$ cat src/rtl/accumulator_pkg.sv
// Shared FSM state, default widths and the clamp-constant helper for the partial-sum accumulator.
// Pure declarations: no latency, no flow control.
package accumulator_pkg;

  localparam int ACC_IN_W    = 32;
  localparam int ACC_OUT_W   = 32;
  localparam int ACC_MAX_K   = 256;
  localparam int ACC_LIMIT_W = 64;  // widest accumulator sat_limit can describe

  typedef enum logic [1:0] {
    IDLE  = 2'd0,
    ACCUM = 2'd1,
    HOLD  = 2'd2
  } acc_state_e;

  // Clamp value for a w-bit accumulator, right-aligned; callers size-cast to their width.
  function automatic logic [ACC_LIMIT_W-1:0] sat_limit(input logic is_signed, input logic neg,
                                                       input int w);
    logic [ACC_LIMIT_W-1:0] r;
    if (!is_signed)
      r = (64'd1 << w) - 64'd1;
    else if (neg)
      r = 64'd1 << (w - 1);
    else
      r = (64'd1 << (w - 1)) - 64'd1;
    return r;
  endfunction

endpackage

$ cat src/rtl/acc_add_sat.sv
// Combinational extend-and-add with overflow detect; clamps on overflow when ACC_SATURATE_EN is defined.
// Zero latency, no flow control.
module acc_add_sat
  import accumulator_pkg::*;
#(
  parameter int IN_W  = ACC_IN_W,
  parameter int ACC_W = ACC_OUT_W
) (
  input  logic [ACC_W-1:0] acc,
  input  logic [IN_W-1:0]  data,
  input  logic             is_signed,
  input  logic             first,
  output logic [ACC_W-1:0] sum,
  output logic             ovf
);

  logic [ACC_W-1:0] a;
  logic [ACC_W-1:0] ext;
  logic [ACC_W:0]   wide;
  logic             sgn_ovf;

  // The first beat of an element starts from zero rather than the stale accumulator.
  assign a    = first ? '0 : acc;
  assign ext  = is_signed ? ACC_W'(signed'(data)) : ACC_W'(data);
  assign wide = {1'b0, a} + {1'b0, ext};

  assign sgn_ovf = (a[ACC_W-1] == ext[ACC_W-1]) && (wide[ACC_W-1] != a[ACC_W-1]);
  assign ovf     = is_signed ? sgn_ovf : wide[ACC_W];

`ifdef ACC_SATURATE_EN
  // On signed overflow both operands share a sign, so the addend's sign picks max or min.
  assign sum = ovf ? ACC_W'(sat_limit(is_signed, ext[ACC_W-1], ACC_W)) : wide[ACC_W-1:0];
`else
  assign sum = wide[ACC_W-1:0];
`endif

endmodule

$ cat src/rtl/partial_sum_accumulator.sv
// Accumulates k beats of tree-adder partial sums into one element (optional clamp: ACC_SATURATE_EN).
// Result valid the cycle after the last beat; in HOLD inReady follows outReady, giving back-to-back elements.
module partial_sum_accumulator
  import accumulator_pkg::*;
#(
  parameter int IN_W  = ACC_IN_W,
  parameter int ACC_W = ACC_OUT_W,
  parameter int MAX_K = ACC_MAX_K
) (
  input  logic                       clk,
  input  logic                       rst,
  input  logic [$clog2(MAX_K):0]     kLength,
  input  logic                       signedAddition,
  input  logic                       inValid,
  output logic                       inReady,
  input  logic [IN_W-1:0]            inData,
  output logic                       outValid,
  input  logic                       outReady,
  output logic [ACC_W-1:0]           outData,
  output logic                       overflow,
  output logic                       busy
);

  localparam int CW = $clog2(MAX_K) + 1;

  acc_state_e       state_q, state_d;
  logic [CW-1:0]    cnt_q, cnt_d;
  logic [CW-1:0]    k_q, k_d;
  logic [CW-1:0]    k_eff;
  logic             sgn_q, sgn_d;
  logic             ovf_q, ovf_d;
  logic             rdy_en_q;
  logic [ACC_W-1:0] acc_q, acc_d;
  logic [ACC_W-1:0] sum;
  logic             add_ovf;
  logic             accept;
  logic             first;
  logic             last;

  always_comb begin
    k_eff = kLength;
    if (kLength == '0)
      k_eff = CW'(1);
    else if (kLength > CW'(MAX_K))
      k_eff = CW'(MAX_K);
  end

  // rdy_en_q keeps rst off the combinational path to inReady.
  assign inReady = rdy_en_q && ((state_q != HOLD) || outReady);
  assign accept  = inValid && inReady;
  assign first   = accept && (state_q != ACCUM);
  assign last    = first ? (k_eff == CW'(1)) : ((cnt_q + CW'(1)) == k_q);

  acc_add_sat #(
    .IN_W (IN_W),
    .ACC_W(ACC_W)
  ) u_add (
    .acc      (acc_q),
    .data     (inData),
    .is_signed(first ? signedAddition : sgn_q),
    .first    (first),
    .sum      (sum),
    .ovf      (add_ovf)
  );

  always_comb begin
    state_d = state_q;
    cnt_d   = cnt_q;
    k_d     = k_q;
    sgn_d   = sgn_q;
    ovf_d   = ovf_q;
    acc_d   = acc_q;
    case (state_q)
      IDLE, HOLD: begin
        if (first) begin
          k_d     = k_eff;
          sgn_d   = signedAddition;
          cnt_d   = CW'(1);
          acc_d   = sum;
          ovf_d   = add_ovf;
          state_d = last ? HOLD : ACCUM;
        end else if ((state_q == HOLD) && outReady) begin
          state_d = IDLE;
        end
      end
      ACCUM: begin
        if (accept) begin
          cnt_d = cnt_q + CW'(1);
          acc_d = sum;
          ovf_d = ovf_q | add_ovf;
`ifdef ACC_SATURATE_EN
          // Once clamped, the element stays pinned at the limit.
          if (ovf_q)
            acc_d = acc_q;
`endif
          if (last)
            state_d = HOLD;
        end
      end
      default: state_d = IDLE;
    endcase
  end

  always_ff @(posedge clk or posedge rst) begin
    if (rst) begin
      state_q  <= IDLE;
      cnt_q    <= '0;
      k_q      <= '0;
      sgn_q    <= 1'b0;
      ovf_q    <= 1'b0;
      acc_q    <= '0;
      rdy_en_q <= 1'b0;
    end else begin
      state_q  <= state_d;
      cnt_q    <= cnt_d;
      k_q      <= k_d;
      sgn_q    <= sgn_d;
      ovf_q    <= ovf_d;
      acc_q    <= acc_d;
      rdy_en_q <= 1'b1;
    end
  end

  assign outValid = (state_q == HOLD);
  assign busy     = (state_q == ACCUM);
  assign outData  = acc_q;
  assign overflow = ovf_q;

endmodule

$ cat config.mk
export PLATFORM = sky130hd
export DESIGN_NAME = partial_sum_accumulator
export DESIGN_NICKNAME = d
export VERILOG_FILES = /design/src/rtl/accumulator_pkg.sv /design/src/rtl/acc_add_sat.sv /design/src/rtl/partial_sum_accumulator.sv
export SDC_FILE = /design/constraint.sdc
export NUM_CORES = 1
export LEC_CHECK = 0
export ABC_AREA = 1
export CAP_MARGIN = 5
export CORE_UTILIZATION = 50
export CTS_CLUSTER_DIAMETER = 30
export CTS_CLUSTER_SIZE = 25
export DETAILED_ROUTE_END_ITERATION = 10
export GPL_TIMING_DRIVEN = 1
export PLACE_DENSITY = 0.76
export SYNTH_ARGS = -nofsm -noshare
export SYNTH_HDL_FRONTEND = slang
export SYNTH_SLANG_ARGS = --single-unit
export TNS_END_PERCENT = 5
$ cat constraint.sdc
create_clock -name clk -period 3.2 [get_ports clk]
set_input_delay 0.64 -clock clk [delete_from_list [all_inputs] [get_ports clk]]
set_output_delay 0.64 -clock clk [all_outputs]
set_load 0.05 [all_outputs]
==> results of run 1 <==
==> area by class of cell <==
cell class / count / area, µm² / share of cell area [%]
Clock buffer: 5 / 68.8 / 1.06
Clock inverter: 3 / 31.3 / 0.483
Inverter: 113 / 427 / 6.59
Multi-Input combinational cell: 570 / 2990 / 46.2
Sequential cell: 55 / 1380 / 21.3
Tap cell: 129 / 161 / 2.49
Timing Repair Buffer: 161 / 1420 / 22.0
==> sequential cells by signal, summed over array words and instances (netlist names) <==
signal	flops
cnt_q	9
rdy_en_q	1
outData	32
sgn_q	1
overflow	1
k_q	9
state_q	2
==> cell usage after synthesis, types with 2 or more instances <==
cell type	instances
o21ai_2	3
o21bai_1	6
nor2_1	68
nand4_1	8
nand3b_1	7
buf_2	9
o21a_1	2
a21oi_1	31
nand2_1	253
nor2_2	3
ha_1	33
xor2_1	6
dfrtp_1	55
or2_1	3
nor2_4	2
inv_1	108
nand3_1	48
nand2_2	6
inv_2	4
o22ai_1	8
nor3_1	13
o21ai_1	5
xnor2_1	12
o21ai_0	39
==> repair_timing <==
action                     CTS  global route
setup endpoints to repair    0            13
setup buffers                0             1
resized for setup            0            15
==> cells by family (layout without fill, tap and decap cells) <==
| logic type | after synthesis | count (layout) | synth area share, % |
|---|---|---|---|
| flip-flops | 55 | 55 | 28.7 |
| AO/OA/AOI/OAI | 99 | 99 | 11.8 |
| buffers and inverters | 123 | 282 | 10.0 |
| AND/OR/NAND/NOR | 418 | 418 | 37.1 |
| adder cells (fa/ha/maj) | 34 | 34 | 9.04 |
| other | 1 | 1 | 0.0783 |
| XOR/XNOR | 18 | 18 | 3.29 |
==> cell usage in the layout, fill, tap and decap left out, drive strengths merged, types with 6 or more instances in the layout <==
cell / n
inv: 115
nor2: 74
clkdlybuf4s50: 80
o21ai: 47
nor3: 14
dfrtp: 55
o21bai: 6
xnor2: 12
xor2: 6
a21oi: 32
nand3b: 7
ha: 33
nand2: 260
o22ai: 9
buf: 81
nand3: 48
nand4: 8
==> power groups by stage <==
stage | logic [mW] | clock network [mW] | registers [mW]
after floorplan | 2.16 | 0 | 1.87
after global placement | 4.42 | 0 | 1.22
after detailed placement | 4.50 | 0 | 1.23
after CTS | 4.52 | 0.467 | 1.22
after global routing | 5.04 | 0.486 | 1.25
final | 4.61 | 0.454 | 1.22
==> stage by stage <==
| stage | std cells | utilization (%) | cell area [µm²] | setup WS (ns) | hold WS [ns] |
|---|---|---|---|---|---|
| finish | 1036 | 70.1 | 6470 | 0.128 | 0.454 |
| global route | 1036 | 70.1 | 6470 | -0.0858 | 0.458 |
| CTS | 1035 | 69.5 | 6420 | 0.0982 | 0.447 |
| detailed placement | 1027 | 68.4 | 6320 | -0.257 | 0.487 |
| global placement | 1027 | 68.4 | 6320 | -0.205 | 0.490 |
| floorplan | 748 | - | 4790 | 0.288 | 0.468 |
==> worst min-delay path by stage <==
stage                            startpoint                       to
floorplan                k_q[5]$_DFFE_PP0P_       k_q[5]$_DFFE_PP0P_
global placement         k_q[5]$_DFFE_PP0P_       k_q[5]$_DFFE_PP0P_
detailed placement  outData[23]$_DFFE_PP0P_  outData[23]$_DFFE_PP0P_
CTS                                     rst   outData[3]$_DFFE_PP0P_
global route                            rst   outData[3]$_DFFE_PP0P_
finish                                  rst   outData[3]$_DFFE_PP0P_
==> metal layers <==
metal | GRT usage (%) | routed length [µm] | up-vias | part of all wire [%]
met5 | 0 | 0 | - | 0
met2 | 50.5 | 6510 | 145 | 46
met1 | 39.0 | 6770 | 2455 | 47
met3 | 3.27 | 722 | 18 | 5.1
met4 | 9.05 | 277 | 0 | 1.9
li1 | - | - | 2679 | -
==> worst max-delay path, cell delays in order <==
cell	delay, ns
clkdlybuf4s50_1	0.46
inv_1	0.05
nand2_2	0.09
nand2_4	0.08
nor2_8	0.08
nand2_2	0.09
buf_4	0.22
nand2_1	0.08
inv_1	0.04
ha_1	0.35
nand2_1	0.14
nor2_1	0.25
inv_1	0.10
nor3_1	0.20
nand2_1	0.15
nand2_1	0.10
nand2_1	0.05
nand3_1	0.06
nand2_1	0.07
==> impl_metrics.env, run 1 <==
export IMPL_yosys_cell_types_count=40
export IMPL_grt_pass1_wl_mm=23.5
export IMPL_critPathLaunch="outReady"
export IMPL_vias=5297
export IMPL_rsz0062_at_grt="yes"
export IMPL_hold_viol=0
export IMPL_startpoint_type="primary input"
export IMPL_grt_max_degree=34
export IMPL_cts_root_buf="clkbuf_8"
export IMPL_fill_cells=838
export IMPL_r2r_cells=17
export IMPL_power_frac_comb_pct=73.3
export IMPL_irDropWorstVdd_mv=0.585
export IMPL_area_growth_pct=35.2
export IMPL_clockBufferDepth=2
export IMPL_ys_seq_area_share_pct=28.7
export IMPL_synth_warnings=0
export IMPL_powerDensity_nw_per_um2=971
export IMPL_cts_tree="yes"
export IMPL_io_buffer_count=81
export IMPL_drtIter0Drc=300
export IMPL_synth_top_area_share_pct=28.7
export IMPL_pin_count=82
export IMPL_cp_end_kind="flip-flop"
export IMPL_die_area_um2=9980
export IMPL_synth_seq_cells=55
export IMPL_ant_nets=0
export IMPL_status="completed"
export IMPL_p_sw_share_pct=51.9
export IMPL_avgSynthCellArea_um2=6.40
export IMPL_p_clk_share_pct=7.2
export IMPL_setup_violations=0
export IMPL_tightestPinTransition_ns=0.564
export IMPL_coreArea_um2=9240
export IMPL_p_total_mw=6.29
export IMPL_fin_worst_skew_ns=0.00902
export IMPL_setup_tns_final_ns=0
export IMPL_grt_overflow=0
export IMPL_switching_power_mw=3.26
export IMPL_die_h_um=99.9
export IMPL_drcViolationCount=0
export IMPL_p_int_mw=3.02
export IMPL_yosysTopAreaCell="dfrtp_1"
export IMPL_maxCapViolations=0
export IMPL_numCtsBuffers=5
export IMPL_fin_crit_ns=3.07
export IMPL_seq_power_share_pct=19.5
export IMPL_critPathKind="primary input to flip-flop"
export IMPL_async_flop_share_pct=100
export IMPL_grt_usage_pct=29.4
export IMPL_final_layout_size_suffix_gt1_share_pct=13.8
export IMPL_htreeDepth=2
export IMPL_min_path_type="primary input to asynchronous set/reset pin"
export IMPL_antenna_found_initial=0
export IMPL_cp_arrival_ns=3.29
export IMPL_firstDrtPassIters=4
export IMPL_avgRoutedWirePerCell_um=13.8
export IMPL_grt_pass1_vias=5153
export IMPL_fmax_mhz=326
export IMPL_globalplace_congestion=0.943
export IMPL_clk_latency_ns=0.33
export IMPL_wirelength_mm=14.3
export IMPL_synth_cells=748
export IMPL_finalMaxSlewViolations=0
export IMPL_fin_nets=986
export IMPL_cp_endpoint="outData[29]$_DFFE_PP0P_"
export IMPL_synth_edf_count=0
export IMPL_synth_fp_nets=828
export IMPL_die_w_um=99.9
export IMPL_crit_fanout=17
export IMPL_fin_crit_sh_pct=96.0
export IMPL_synth_area_top_cells="dfrtp_1 (29%), nand2_1 (20%), ha_1 (8.6%), inv_1 (8.5%), nor2_1 (5.3%)"
export IMPL_synth_cell_area_um2=4790
export IMPL_total_leakage_power_nw=3.38
export IMPL_start_util_pct=51.8
export IMPL_r2r_start="state_q[0]$_DFFE_PP0P_"
export IMPL_clk_pin_slew_worst_paths_ns=0.12
export IMPL_cts_hold_buffers=0
export IMPL_num_antenna_cells=0
export IMPL_vias_per_cell=5.11
export IMPL_place_detailed_hpwl_mm=11.4
export IMPL_clock_sinks=55
export IMPL_maxSlewHeadroom_pct=62.2
export IMPL_reg2reg_slack_ns=0.31
export IMPL_crit_required_ns=3.42
export IMPL_reg2reg_to="outData[30]$_DFFE_PP0P_"
export IMPL_ys_dominant_reg_cell="dfrtp_1"
export IMPL_row_count=35
Power figures use the tool's default switching activity.
==> inputs of run 2 (changes only) <==
- DONT_BUFFER_PORTS: not set -> 1
- PLACE_DENSITY: 0.76 -> not set
==> run 2 against run 1 <==
Effect of this change: first-iteration DRC count shrank 23%; sequential share of layout area grew 5.6 points; largest cell class unchanged; critical path depth grew 3; clock power grew 13%; count of clock-buffer cells in the layout is the same; largest power group unchanged; register-to-register slack lost 0.06 ns; sequential power grew 55%; cell count shrank 14%; clock skew grew 0.0039 ns; worst setup slack gained 0.12 ns; total power shrank 16%.
==> impl_metrics.env, run 2 (synthesis gave the netlist of run 1 again) <==
export IMPL_status="completed"
export IMPL_irDropWorstVdd_mv=0.499
export IMPL_mostFrequentLayoutCell="nand2_1"
export IMPL_worst_path_buf_inv=3
export IMPL_grt_pass1_vias=4380
export IMPL_pin_count=82
export IMPL_p_total_mw=5.27
export IMPL_fmax_mhz=339
export IMPL_row_count=35
export IMPL_layout_common_cells="nand2_1 (252), inv_1 (107), nor2_1 (68), dfrtp_1 (55), nand3_1 (48)"
export IMPL_cp_end_kind="flip-flop"
export IMPL_vias_per_cell=5.17
export IMPL_maxCapViolations=0
export IMPL_clock_sinks=55
export IMPL_hold_viol=0
export IMPL_largest_reg_flops=32
export IMPL_crit_family="simple AND/OR/NAND/NOR gates"
export IMPL_postLayoutCellArea_um2=5130
export IMPL_multi_input_area_um2=2950
export IMPL_fin_nets=836
export IMPL_start_util_pct=51.8
export IMPL_grt_usage_pct=27.1
export IMPL_final_layout_size_suffix_gt1_share_pct=6.21
export IMPL_fin_util_pct=55.5
export IMPL_globalplace_congestion=0.899
export IMPL_place_detailed_hpwl_mm=10.2
export IMPL_antenna_found_initial=0
export IMPL_wirelength_mm=12.8
export IMPL_numCtsBuffers=5
export IMPL_vias=4578
export IMPL_cp_arrival_ns=3.22
export IMPL_finalMaxSlewViolations=0
export IMPL_drcViolationCount=0
export IMPL_die_area_um2=9980
export IMPL_crit_path_top_delay_cell="dfrtp_1"
export IMPL_cts_root_buf="clkbuf_8"
export IMPL_path_cells="inv_2 -> nor2_2 -> nand2_2 -> nand2_4 -> nor2_8 -> nand2_2 -> buf_12 -> nand2_1 -> inv_1 -> ha_1 -> fa_1 -> nand3_1 -> nand2_1 -> nand3_1 -> nand2_1 -> nand2_1 -> nand2_1 -> nand3_1 -> nand3_1 -> nand2_1 -> nand3_1 -> nand2_1"
export IMPL_reg2reg_slack_ns=0.25
export IMPL_cts_tree="yes"
export IMPL_fin_worst_skew_ns=0.0129
export IMPL_setup_tns_final_ns=0
export IMPL_setup_slack_ns=0.249
export IMPL_min_path_type="primary input to asynchronous set/reset pin"
export IMPL_coreArea_um2=9240
export IMPL_area_growth_pct=7.05
export IMPL_rsz0062_at_grt="no"
export IMPL_total_leakage_power_nw=2.74
export IMPL_drtIter0Drc=232
export IMPL_register_area_um2=1380
export IMPL_grt_overflow=0
export IMPL_startpoint_type="flip-flop"
export IMPL_htreeDepth=2
export IMPL_firstDrtPassIters=4
export IMPL_fill_cells=953
export IMPL_die_w_um=99.9
export IMPL_grt_max_degree=50
export IMPL_die_h_um=99.9
export IMPL_clockBufferDepth=2
export IMPL_cp_common_cell="nand2_1"
export IMPL_fin_crit_ns=2.95
export IMPL_setup_violations=0
export IMPL_fin_crit_sh_pct=92.2
export IMPL_ant_nets=0
export IMPL_placed_area_um2=5000
export IMPL_crit_required_ns=3.46
export IMPL_powerDensity_nw_per_um2=1030
export IMPL_io_buffer_count=0
export IMPL_clk_latency_ns=0.33
export IMPL_clk_pin_slew_worst_paths_ns=0.12
export IMPL_maxSlewHeadroom_pct=44.5
export IMPL_critPathKind="flip-flop to flip-flop"
export IMPL_tightestPinTransition_ns=0.831
export IMPL_num_antenna_cells=0
export IMPL_crit_fanout=34
export IMPL_place_ws_ns=0.118
export IMPL_avgRoutedWirePerCell_um=14.5
export IMPL_grt_pass1_wl_mm=21.3
export IMPL_crit_path_max_incr_delay_ns=0.41
## run 2: per-stage QoR
step                hold WS, ns  instances
global route              0.373        886
finish                    0.342        886
detailed placement        0.490        878
floorplan                 0.468        748
global placement          0.486        878
CTS                       0.383        886
## run 2: layer usage
layer	track usage, %	vias up	part of all wire, %
met5	0	-	0
met4	4.75	0	1.0
met3	4.87	10	6.9
met2	45.2	125	44
met1	36.9	2063	48
li1	-	2380	-
## run 2: area by class of cell
cell class	instances	area share (%)
Inverter	113	8.32
Sequential cell	55	26.8
Timing Repair Buffer	11	1.85
Clock buffer	5	1.34
Multi-Input combinational cell	570	57.5
Tap cell	129	3.15
Clock inverter	3	0.976
## run 2: power breakdown
group	internal (mW)	total (mW)	switching, mW
combinational	1.03	2.87	1.83
sequential	0.964	1.89	0.923
clock	0.242	0.514	0.271
total	2.24	5.27	3.03
## run 2: final timing paths
| path | from | end | depth (start not counted) |
|---|---|---|---|
| worst max-delay path | state_q[1]$_DFFE_PP0P_ | outData[26]$_DFFE_PP0P_ | 22 |
| worst min-delay path | rst | outData[14]$_DFFE_PP0P_ | 1 |
| worst max register to register | state_q[1]$_DFFE_PP0P_ | outData[26]$_DFFE_PP0P_ | 22 |
| worst min register to register | k_q[2]$_DFFE_PP0P_ | k_q[2]$_DFFE_PP0P_ | 2 |
| max in group asynchronous | rst | cnt_q[6]$_DFFE_PP0P_ | 2 |
| min in group clk | kLength[8] | k_q[5]$_DFFE_PP0P_ | 1 |
## run 2: what timing repair did
item,4_1_cts,5_1_grt
resized for setup,0,2
setup endpoints to repair,0,1
hold buffers,0,0
setup buffers,0,0
